`src/rtl/fifo_burst_sched_if.sv`:
```
`default_nettype none
// ============================================================================
// Module      : fifo_burst_sched_if
// Description : Bundle of FIFO drain, burst header, data beat and status
//               signals shared by the burst scheduler and its neighbours.
// Revision    : 1.0
// ============================================================================
interface fifo_burst_sched_if #(
    parameter int DATA_SIZE = 49
);
    logic [3:0]           enq;
    logic                 fifo_empty;
    logic [DATA_SIZE-1:0] fifo_do;
    logic                 fifo_deq;
    logic                 flush;
    logic                 hdr_valid;
    logic                 hdr_ready;
    logic [3:0]           hdr_len;
    logic                 m_valid;
    logic                 m_ready;
    logic [DATA_SIZE-1:0] m_data;
    logic                 m_last;
    logic                 stall;
    logic                 flush_done;
    logic                 ovf_err;

    // Scheduler side.
    modport slave (
        input  enq, fifo_empty, fifo_do, flush, hdr_ready, m_ready,
        output fifo_deq, hdr_valid, hdr_len, m_valid, m_data, m_last,
               stall, flush_done, ovf_err
    );

    // Environment side: FIFO, producers and downstream consumer.
    modport master (
        output enq, fifo_empty, fifo_do, flush, hdr_ready, m_ready,
        input  fifo_deq, hdr_valid, hdr_len, m_valid, m_data, m_last,
               stall, flush_done, ovf_err
    );
endinterface
`default_nettype wire

```
`src/rtl/fifo_burst_sched.sv`:
```
`default_nettype none
// ============================================================================
// Module      : fifo_burst_sched
// Description : Drain-side burst scheduler for the 4-lane result FIFO:
//               occupancy mirror, length-headed bursts, flush and throttling.
// Revision    : 1.0
// ============================================================================
module fifo_burst_sched #(
    parameter int DATA_SIZE     = 49,
    parameter int FIFO_SIZE     = 8,
    parameter int FIFO_ADDR_LEN = 3,
    parameter int BURST_LEN     = 8,
    parameter int TIMEOUT       = 64
) (
    input  wire logic            clk,
    input  wire logic            rst,
    fifo_burst_sched_if.slave    bus
);

    localparam int OCC_W = FIFO_ADDR_LEN + 3;
    localparam int TMR_W = $clog2(TIMEOUT + 1);

    localparam logic [OCC_W-1:0] c_CAP       = OCC_W'(4 * FIFO_SIZE);
    localparam logic [OCC_W-1:0] c_STALL_LVL = OCC_W'(4 * FIFO_SIZE - 4);
    localparam logic [OCC_W-1:0] c_BURST     = OCC_W'(BURST_LEN);
    localparam logic [3:0]       c_BURST4    = 4'(BURST_LEN);
    localparam logic [TMR_W-1:0] c_TMO_LAST  = TMR_W'(TIMEOUT - 1);

    localparam logic [1:0] c_IDLE = 2'd0;
    localparam logic [1:0] c_HDR  = 2'd1;
    localparam logic [1:0] c_SEND = 2'd2;

    logic [1:0]           r_state;
    logic [1:0]           w_state_nxt;
    logic [OCC_W-1:0]     r_occ;
    logic [OCC_W-1:0]     w_occ_nxt;
    logic [OCC_W-1:0]     w_sum_in;
    logic [OCC_W-1:0]     w_sum;
    logic [2:0]           w_pop;
    logic                 w_ovf_evt;
    logic [TMR_W-1:0]     r_timer;
    logic [3:0]           r_len;
    logic [3:0]           w_len_new;
    logic [3:0]           r_beat;
    logic                 r_flush_pend;
    logic                 r_stall;
    logic                 r_ovf;
    logic                 w_trigger;
    logic                 w_tmr_run;
    logic                 w_last;

    logic                 w_hdr_valid;
    logic [3:0]           w_hdr_len;
    logic                 w_m_valid;
    logic [DATA_SIZE-1:0] w_m_data;
    logic                 w_m_last;
    logic                 w_deq;
    logic                 w_flush_done;

    // Occupancy mirror: enqueues and the pop of this cycle both count.
    always_comb begin
        w_pop     = 3'(bus.enq[0]) + 3'(bus.enq[1]) + 3'(bus.enq[2]) + 3'(bus.enq[3]);
        w_sum_in  = r_occ + OCC_W'(w_pop);
        w_sum     = w_sum_in - OCC_W'(w_deq);
        w_ovf_evt = (w_sum_in > c_CAP);
        w_occ_nxt = (w_sum > c_CAP) ? c_CAP : w_sum;
    end

    always_comb begin
        w_trigger = (r_occ >= c_BURST)
                  | (r_flush_pend & (r_occ != '0))
                  | (r_timer == c_TMO_LAST);
        w_tmr_run = (r_state == c_IDLE) & ~w_trigger & ~r_flush_pend
                  & (r_occ != '0) & (r_occ < c_BURST);
        w_len_new = (r_occ >= c_BURST) ? c_BURST4 : r_occ[3:0];
        w_last    = (r_beat == (r_len - 4'd1));
    end

    // FSM: state register
    always_ff @(posedge clk) begin
        if (rst) begin
            r_state <= c_IDLE;
        end else begin
            r_state <= w_state_nxt;
        end
    end

    // FSM: next state
    always_comb begin
        w_state_nxt = r_state;
        case (r_state)
            c_IDLE:  if (w_trigger)                    w_state_nxt = c_HDR;
            c_HDR:   if (bus.hdr_ready)                w_state_nxt = c_SEND;
            c_SEND:  if (w_m_valid & bus.m_ready & w_last) w_state_nxt = c_IDLE;
            default:                                   w_state_nxt = c_IDLE;
        endcase
    end

    // FSM: outputs; header and data phases are mutually exclusive by state
    always_comb begin
        w_hdr_valid  = 1'b0;
        w_hdr_len    = 4'd0;
        w_m_valid    = 1'b0;
        w_m_data     = '0;
        w_m_last     = 1'b0;
        w_flush_done = 1'b0;
        case (r_state)
            c_IDLE: begin
                w_flush_done = r_flush_pend & (r_occ == '0);
            end
            c_HDR: begin
                w_hdr_valid = 1'b1;
                w_hdr_len   = r_len;
            end
            c_SEND: begin
                w_m_valid = ~bus.fifo_empty;
                w_m_data  = bus.fifo_do;
                w_m_last  = w_last;
            end
            default: begin
                w_hdr_valid = 1'b0;
            end
        endcase
        w_deq = w_m_valid & bus.m_ready;
    end

    always_ff @(posedge clk) begin
        if (rst) begin
            r_occ        <= '0;
            r_timer      <= '0;
            r_len        <= 4'd0;
            r_beat       <= 4'd0;
            r_flush_pend <= 1'b0;
            r_stall      <= 1'b0;
            r_ovf        <= 1'b0;
        end else begin
            r_occ   <= w_occ_nxt;
            r_stall <= (w_occ_nxt >= c_STALL_LVL);
            r_ovf   <= r_ovf | w_ovf_evt;
            r_timer <= w_tmr_run ? (r_timer + 1'b1) : '0;

            // A flush arriving while one is pending merges into it.
            if (w_flush_done) begin
                r_flush_pend <= 1'b0;
            end else if (bus.flush) begin
                r_flush_pend <= 1'b1;
            end

            if ((r_state == c_IDLE) && w_trigger) begin
                r_len  <= w_len_new;
                r_beat <= 4'd0;
            end else if (w_deq) begin
                r_beat <= r_beat + 4'd1;
            end
        end
    end

    assign bus.hdr_valid  = w_hdr_valid;
    assign bus.hdr_len    = w_hdr_len;
    assign bus.m_valid    = w_m_valid;
    assign bus.m_data     = w_m_data;
    assign bus.m_last     = w_m_last;
    assign bus.fifo_deq   = w_deq;
    assign bus.stall      = r_stall;
    assign bus.flush_done = w_flush_done;
    assign bus.ovf_err    = r_ovf;

endmodule
`default_nettype wire

```
`src/flat_wrapper.sv`:
```
// flat-port wrapper written by rule: the top's interface ports become plain ports
module fifo_burst_sched_flat 
#(
    parameter int DATA_SIZE     = 49,
    parameter int FIFO_SIZE     = 8,
    parameter int FIFO_ADDR_LEN = 3,
    parameter int BURST_LEN     = 8,
    parameter int TIMEOUT       = 64
)
  (clk, rst, bus_enq, bus_fifo_empty, bus_fifo_do, bus_flush, bus_hdr_ready, bus_m_ready, bus_fifo_deq, bus_hdr_valid, bus_hdr_len, bus_m_valid, bus_m_data, bus_m_last, bus_stall, bus_flush_done, bus_ovf_err);
  fifo_burst_sched_if #(.DATA_SIZE(DATA_SIZE)) bus_i ();
  input  wire logic clk;
  input  wire logic rst;
  input wire logic [$bits(bus_i.enq)-1:0] bus_enq;
  input wire logic [$bits(bus_i.fifo_empty)-1:0] bus_fifo_empty;
  input wire logic [$bits(bus_i.fifo_do)-1:0] bus_fifo_do;
  input wire logic [$bits(bus_i.flush)-1:0] bus_flush;
  input wire logic [$bits(bus_i.hdr_ready)-1:0] bus_hdr_ready;
  input wire logic [$bits(bus_i.m_ready)-1:0] bus_m_ready;
  output wire logic [$bits(bus_i.fifo_deq)-1:0] bus_fifo_deq;
  output wire logic [$bits(bus_i.hdr_valid)-1:0] bus_hdr_valid;
  output wire logic [$bits(bus_i.hdr_len)-1:0] bus_hdr_len;
  output wire logic [$bits(bus_i.m_valid)-1:0] bus_m_valid;
  output wire logic [$bits(bus_i.m_data)-1:0] bus_m_data;
  output wire logic [$bits(bus_i.m_last)-1:0] bus_m_last;
  output wire logic [$bits(bus_i.stall)-1:0] bus_stall;
  output wire logic [$bits(bus_i.flush_done)-1:0] bus_flush_done;
  output wire logic [$bits(bus_i.ovf_err)-1:0] bus_ovf_err;
  assign bus_i.enq = bus_enq;
  assign bus_i.fifo_empty = bus_fifo_empty;
  assign bus_i.fifo_do = bus_fifo_do;
  assign bus_i.flush = bus_flush;
  assign bus_i.hdr_ready = bus_hdr_ready;
  assign bus_i.m_ready = bus_m_ready;
  assign bus_fifo_deq = bus_i.fifo_deq;
  assign bus_hdr_valid = bus_i.hdr_valid;
  assign bus_hdr_len = bus_i.hdr_len;
  assign bus_m_valid = bus_i.m_valid;
  assign bus_m_data = bus_i.m_data;
  assign bus_m_last = bus_i.m_last;
  assign bus_stall = bus_i.stall;
  assign bus_flush_done = bus_i.flush_done;
  assign bus_ovf_err = bus_i.ovf_err;
  fifo_burst_sched #(.DATA_SIZE(DATA_SIZE), .FIFO_SIZE(FIFO_SIZE), .FIFO_ADDR_LEN(FIFO_ADDR_LEN), .BURST_LEN(BURST_LEN), .TIMEOUT(TIMEOUT)) u_core (.clk(clk), .rst(rst), .bus(bus_i));
endmodule
```
`config.mk`:
```
export PLATFORM = sky130hd
export DESIGN_NAME = fifo_burst_sched_flat
export DESIGN_NICKNAME = d
export VERILOG_FILES = /design/src/rtl/fifo_burst_sched_if.sv /design/src/rtl/fifo_burst_sched.sv /design/src/flat_wrapper.sv
export SDC_FILE = /design/constraint.sdc
export NUM_CORES = 1
export LEC_CHECK = 0
export ABC_AREA = 1
export BUFFER_PORTS_ARGS = -buffer_cell sky130_fd_sc_hd__buf_4
export CORE_ASPECT_RATIO = 0.9
export CORE_MARGIN = 2
export CORE_UTILIZATION = 46
export DETAILED_ROUTE_END_ITERATION = 12
export PLACE_DENSITY = 0.88
export SLEW_MARGIN = 0
export SYNTH_ARGS = -nofsm -noshare
export SYNTH_HDL_FRONTEND = slang
export SYNTH_SLANG_ARGS = --single-unit
```
`constraint.sdc`:
```
create_clock -name clk -period 5.7 [get_ports clk]
set_input_delay 0.285 -clock clk [delete_from_list [all_inputs] [get_ports clk]]
set_output_delay 0.285 -clock clk [all_outputs]
set_load 0.005 [all_outputs]
```
# [After elaboration in Yosys (flattened, before gate mapping)]
# Cells that the tools add are included.
[op_classes] n_addsub=8 n_lt_le_gt_ge=5 n_eq_ne=7 mux=12 bitwise=15 n_reduce_logical=8
[op_table] cell="two-way mux 49 bit" count=1
[op_table] cell="> comparator 6 bit, second input constant" count=2
[op_table] cell="bitwise AND 1 bit" count=8
[op_table] cell="two-way mux 4 bit" count=2
[op_table] cell="adder 7 x 1 -> 7 bit, second input constant" count=1
[op_table] cell="equality test 7 x 6 -> 1 bit, second input constant" count=1
[op_table] cell="adder 3 x 1 -> 3 bit" count=2
[op_table] cell="adder 6 x 3 -> 6 bit" count=1
[op_table] cell=">= comparator 6 x 4 -> 1 bit, second input constant" count=1
[op_table] cell=">= comparator 6 x 5 -> 1 bit, second input constant" count=1
[op_table] cell="zero test 6 bit" count=1
[op_table] cell="less-than comparator 6 x 4 -> 1 bit, second input constant" count=1
[op_table] cell="two-way mux 2 bit" count=3
[op_table] cell="two-way mux 6 bit" count=1
[op_table] cell="one-hot mux 2 bit (3 select lines)" count=1
[op_table] cell="nonzero test 6 bit" count=1
[op_table] cell="OR reduction 2 bit" count=3
[op_table] cell="subtractor 6 x 1 -> 6 bit" count=1
[op_table] cell="adder 4 x 1 -> 4 bit, second input constant" count=1
[op_table] cell="equality test 4 bit" count=1
[op_table] cell="two-way mux 1 bit" count=4
[op_table] cell="inequality test 2 x 1 -> 1 bit, second input constant" count=2
[op_table] cell="NOT 1 bit" count=4
[op_table] cell="subtractor 4 x 1 -> 4 bit, second input constant" count=1
[op_table] cell="other kinds (8)" count=10
[totals] register_bits=26 in_bits=59 out_inout_bits=60 wordCells=63

# [Longest topological paths before layout]
[depth] word_depth=11 ltp_mapped=17 ltp_nobuf=17

# [Worst setup path after synthesis]
# No wires, ideal clock.
[synth_path] kind="input-to-reg" from="input port bus_enq[0]" to="register u_core.r_occ[0]" setup_time_ps=64 t_arrival_ps=2681 t_required_ps=5636 setup_slack_ps=2955 path_stages=16 n_path_buf=0 cell_sequence="ha_1 -> inv_1 -> fa_1 -> inv_1 -> ha_1 -> fa_1 -> inv_1 -> ha_1 -> a21boi_1 -> nor2_1 -> nand3_1 -> nor2_1 -> nand2_1 -> nand2_2 -> nand2_2 -> nor2_1"
[synth_via] elab_chain_cells=7
[synth_rtl] element="start, declared" line_no="flat_wrapper.sv:14" source="input wire logic [$bits(bus_i.enq)-1:0] bus_enq;"
[synth_rtl] element="adder 1 x 1 -> 2 bit (*)" line_no="fifo_burst_sched.sv:62" source="w_pop = 3'(bus.enq[0]) + 3'(bus.enq[1]) + 3'(bus.enq[2]) + 3'(bus.enq[3]);"
[synth_rtl] element="adder 3 x 1 -> 3 bit (*) (2 in a row)" line_no="fifo_burst_sched.sv:62"
[synth_rtl] element="adder 6 x 3 -> 6 bit (*)" line_no="fifo_burst_sched.sv:63" source="w_sum_in = r_occ + OCC_W'(w_pop);"
[synth_rtl] element="subtractor 6 x 1 -> 6 bit (*)" line_no="fifo_burst_sched.sv:64" source="w_sum = w_sum_in - OCC_W'(w_deq);"
[synth_rtl] element="> comparator 6 bit" line_no="fifo_burst_sched.sv:66" source="w_occ_nxt = (w_sum > c_CAP) ? c_CAP : w_sum;"
[synth_rtl] element="two-way mux 6 bit (*)" line_no="fifo_burst_sched.sv:66"
[synth_rtl] element="end signal, assigned" line_no="fifo_burst_sched.sv:137" source="r_occ <= w_occ_nxt;"
[synth_rtl] element="end, declared" line_no="fifo_burst_sched.sv:35" source="logic [OCC_W-1:0] r_occ;"
# Every way passes the cells marked *; elsewhere a longest branch is shown, timed or not.
# A chain may end at the register's enable or synchronous reset.

# [Worst setup path after layout]
# Ends and elaborated chain as after synthesis.

==> results.md <==
Synthesis:
- The number of warnings issued by yosys is 0.
- After synthesis, the cell types taking the most area are dfxtp_1 (27%), inv_1 (16%), nor2_1 (15%).
- The dominant synthesized flop cell is dfxtp_1.
- The synthesized netlist contains 28 unique library cells.
- Sequential elements use 27.5% of the synthesized area.
- The synthesized design spends more area on one cell type than any other, namely dfxtp_1.
- In this run the biggest area consumer among cell types represents 27.5% of the synthesized area.
- The async set-reset flop share out of synthesis is 0%.
- The post-synthesis cell count is 313.
- The number of flops mapped to enable cells by yosys is 0.
- The post-synthesis area per instance is about 6.1 µm².
- The netlist area before placement is 0.00189 mm².
- The total nets after synthesis is between 300 and 400.
- The flip-flop and latch count after synthesis is 26.

Worst setup path:
- The setup check on the worst reg-to-reg path leaves a slack of 3.07 ns.
- Along the worst path, the maximum fanout reaches 3.
- The category of the worst setup path launch point is a primary input.
- The arrival time of the worst setup path is 2.99 ns.
- The endpoint kind of the worst setup timing path is a register.
- The type of the worst setup path is primary input to register.
- Data on the critical path is required at its endpoint by 5.87 ns.
- The worst reg2reg path endpoint is u_core.r_occ[0].
- The number of cells on the worst reg-to-reg path is 15.
- The launching point of the worst reg2reg path is u_core.r_state[0].

CTS:
- The number of buffers between clock root and the deepest sink is 2.
- Clock tree synthesis selected as its root buffer the cell clkbuf_8.
- After clock tree synthesis, the setup repair step added 0 buffers.
- The number of hold buffers added after CTS was 0.
- The post-CTS clock slew at the launch and capture registers of the worst setup and hold paths is about 0.09 ns.
- The post-cts resize count is 0.
- At the later pin of the worst-skew pair, clock insertion delay measures 0.27 ns.
- CTS built an H-tree with a depth of 1.
- TritonCTS built the clock tree.
- In this run, CTS created clock tree buffers numbering 3.
- The clock net in this run drives a total of 26 sinks.

STA:
- Setup repair after global routing left no endpoint under its margin.
- Based on the critical path, the design can be clocked at up to 0.355 GHz.
- The number of setup violations in the final report is 0.
- The final count of pins violating max slew is 0.
- The share of the clock period used by the worst path is 49.4%.
- Hold is met by 0.236 ns.
- The final worst setup slack is roughly 2.9 ns.
- The transition time of the tightest slew-check pin is 0.786 ns.
- The clock period minus final worst setup slack is around 2.8 ns.
- The setup TNS is 0 ns.
- Across the routed clock network, the largest skew measured is 0.00236 ns.
- The hold violation total from the final report is 0.
- The tightest slew margin relative to the limit is roughly 48%.

Finish:
- The number of antenna diodes in the final layout is 0.
- Leaving out fill and tap cells, the most frequent cells in the layout are buf_4 (118), inv_1 (83), nor2_1 (78).
- The number of filler instances in the final layout is 348.
- The share of the core filled with cells is 71.9%.
- The most common cell after layout, fill and taps aside is buf_4.
- Of the cells placed in the final design, the portion with a size suffix greater than 1 is 31.2%.
- The net count of the finished layout is approximately 500.
- The area growth from synthesis to layout is 52.5%.

Routing:
- In this run, the number of DRC markers left after iteration 0 of detailed routing was 48.
- For this run, design rule violations remaining after detail routing come to 0.
- The detailed router placed 2168 vias in this run.
- The detailed-router iteration count before antenna repair is 4.
- In this run the remaining antenna-violating nets after routing total 0.
- Summed over all layers, the routed wires come to about 5300 µm.
- The per-cell via count in the routed design is 4.55.
- The average wire per standard cell is 11.1 µm.

Global route:
- Global routing used between 20% and 30% of the available tracks.
- The initial antenna violation count is 0.
- The final global-route overflow total is 0.
- Entering global routing, the biggest net connects 52 pins.
- The number of global-route vias before repair was 1982.
- The first global-routing pass estimated 8310 µm of wire.

Floorplan:
- The area of the placeable core is 0.00402 mm².
- From left edge to right edge, the die measures 71.6 µm.
- The vertical die dimension is 64.9 µm.
- The overall die area is 0.00465 mm².
- The number of standard-cell rows in the floorplan is 22.
- During I/O placement, the number of pins put on the boundary was 119.
- Once the floorplan was initialized, standard cells occupied 47.1% of the core.

Hold path:
- In this run the worst hold path is classified as primary input to register.
- The startpoint identified for the worst hold timing path is rst.
- The capture endpoint of the worst hold path is u_core.r_state[0].
- The worst hold path was traced through 2 stages.

Pwr:
- For this design the ratio of total power to cell area is roughly 240 mW/mm².
- The worst-case IR drop observed on VDD is between 0.3 and 0.4 mV.
- The sum of internal, switching and leakage power is 0.690 mW.
- The leakage power summed over all cells is roughly 1.7 nW.

Placed design:
- The pre-CTS setup slack is 2.63 ns.
- The final weighted congestion in routability-driven placement is 0.898.
- Port buffering added 118 buffers.
- Detailed placement finished with a half-perimeter wire length of 4460 µm.

Run:
- The max-capacitance violation count is 0.

Status:
- The run finished with clean final reports.
-- per-stage QoR --
step	cell area [µm²]	std cells
floorplan	1890	313
global placement	2820	473
detailed placement	2820	473
CTS	2890	477
global route	2890	477
finish	2890	477
-- worst max-delay path by stage --
stage / from / end
floorplan: bus_enq[0] / u_core.r_occ[0]
CTS: bus_enq[0] / u_core.r_occ[0]
global route: bus_enq[0] / u_core.r_occ[3]
finish: bus_enq[0] / u_core.r_occ[0]
detailed placement: bus_enq[0] / u_core.r_occ[0]
global placement: bus_enq[0] / u_core.bus.stall
-- registers in the layout (all words and copies together), names as in the netlist --
signal / cells
u_core.bus.ovf_err: 1
u_core.bus.stall: 1
u_core.r_beat: 4
u_core.r_flush_pend: 1
u_core.r_len: 4
u_core.r_occ: 6
u_core.r_state: 2
u_core.r_timer: 7
-- cells in the mapped netlist (2+ instances only) --
cell type	instances
nor3_1	3
clkbuf_1	6
inv_1	83
ha_1	10
nor2_1	78
o21ai_0	6
fa_1	2
nand3_2	2
a21oi_1	8
nand3_1	20
dfxtp_1	26
nand2_2	3
xor2_1	3
inv_2	2
xnor2_1	8
nand4_1	3
nand2_1	39
-- report_power, final --
group	switching [mW]	internal (mW)	leakage (nW)
logic	0.169	0.139	1.45
registers	0.0247	0.206	0.211
clock network	0.0583	0.0940	0.0357
-- cell families (layout without fill, tap and decap cells) --
kind of cell             count (synthesis)  after routing  share of synthesized area, %
AO/OA/AOI/OAI                           17             17                          4.89
flip-flops                              26             26                          27.5
XOR/XNOR                                11             11                          5.09
buffers and inverters                   91            207                          18.0
adder cells (fa/ha/maj)                 12             12                          8.72
AND/OR/NAND/NOR                        156            156                          35.8
-- final cells by class --
class	instances	area (µm²)	share of cell area, %
timing repair buffer	118	886	30.7
clock buffer	3	41.3	1.43
tap	48	60.1	2.08
clock inverter	1	30.0	1.04
multi-input combinational	196	1030	35.7
sequential	26	520	18.0
inverter	85	319	11.0
-- critical path: stages --
cell and delay, ns:
buf_4 0.11, ha_1 0.26, inv_1 0.04, fa_1 0.48
inv_1 0.05, ha_1 0.21, fa_1 0.45, inv_1 0.11
ha_1 0.17, a21boi_1 0.25, nand3_1 0.12, nand2_1 0.07
nand2_1 0.09, nand2_1 0.11, nand2_2 0.07, nand2_2 0.08
nor2_1 0.05
-- per-layer routing --
layer  up-vias  track usage (%)  wire length, µm  part of all wire [%]
li1       1158                -                -                     -
met1       939             22.2             2020                    38
met2        69             45.7             2860                    54
met3         2             5.13              417                   7.9
met4         0             2.36               14                  0.26
met5         -                0                0                     0
Note: power is estimated with default switching activity, not from simulation.
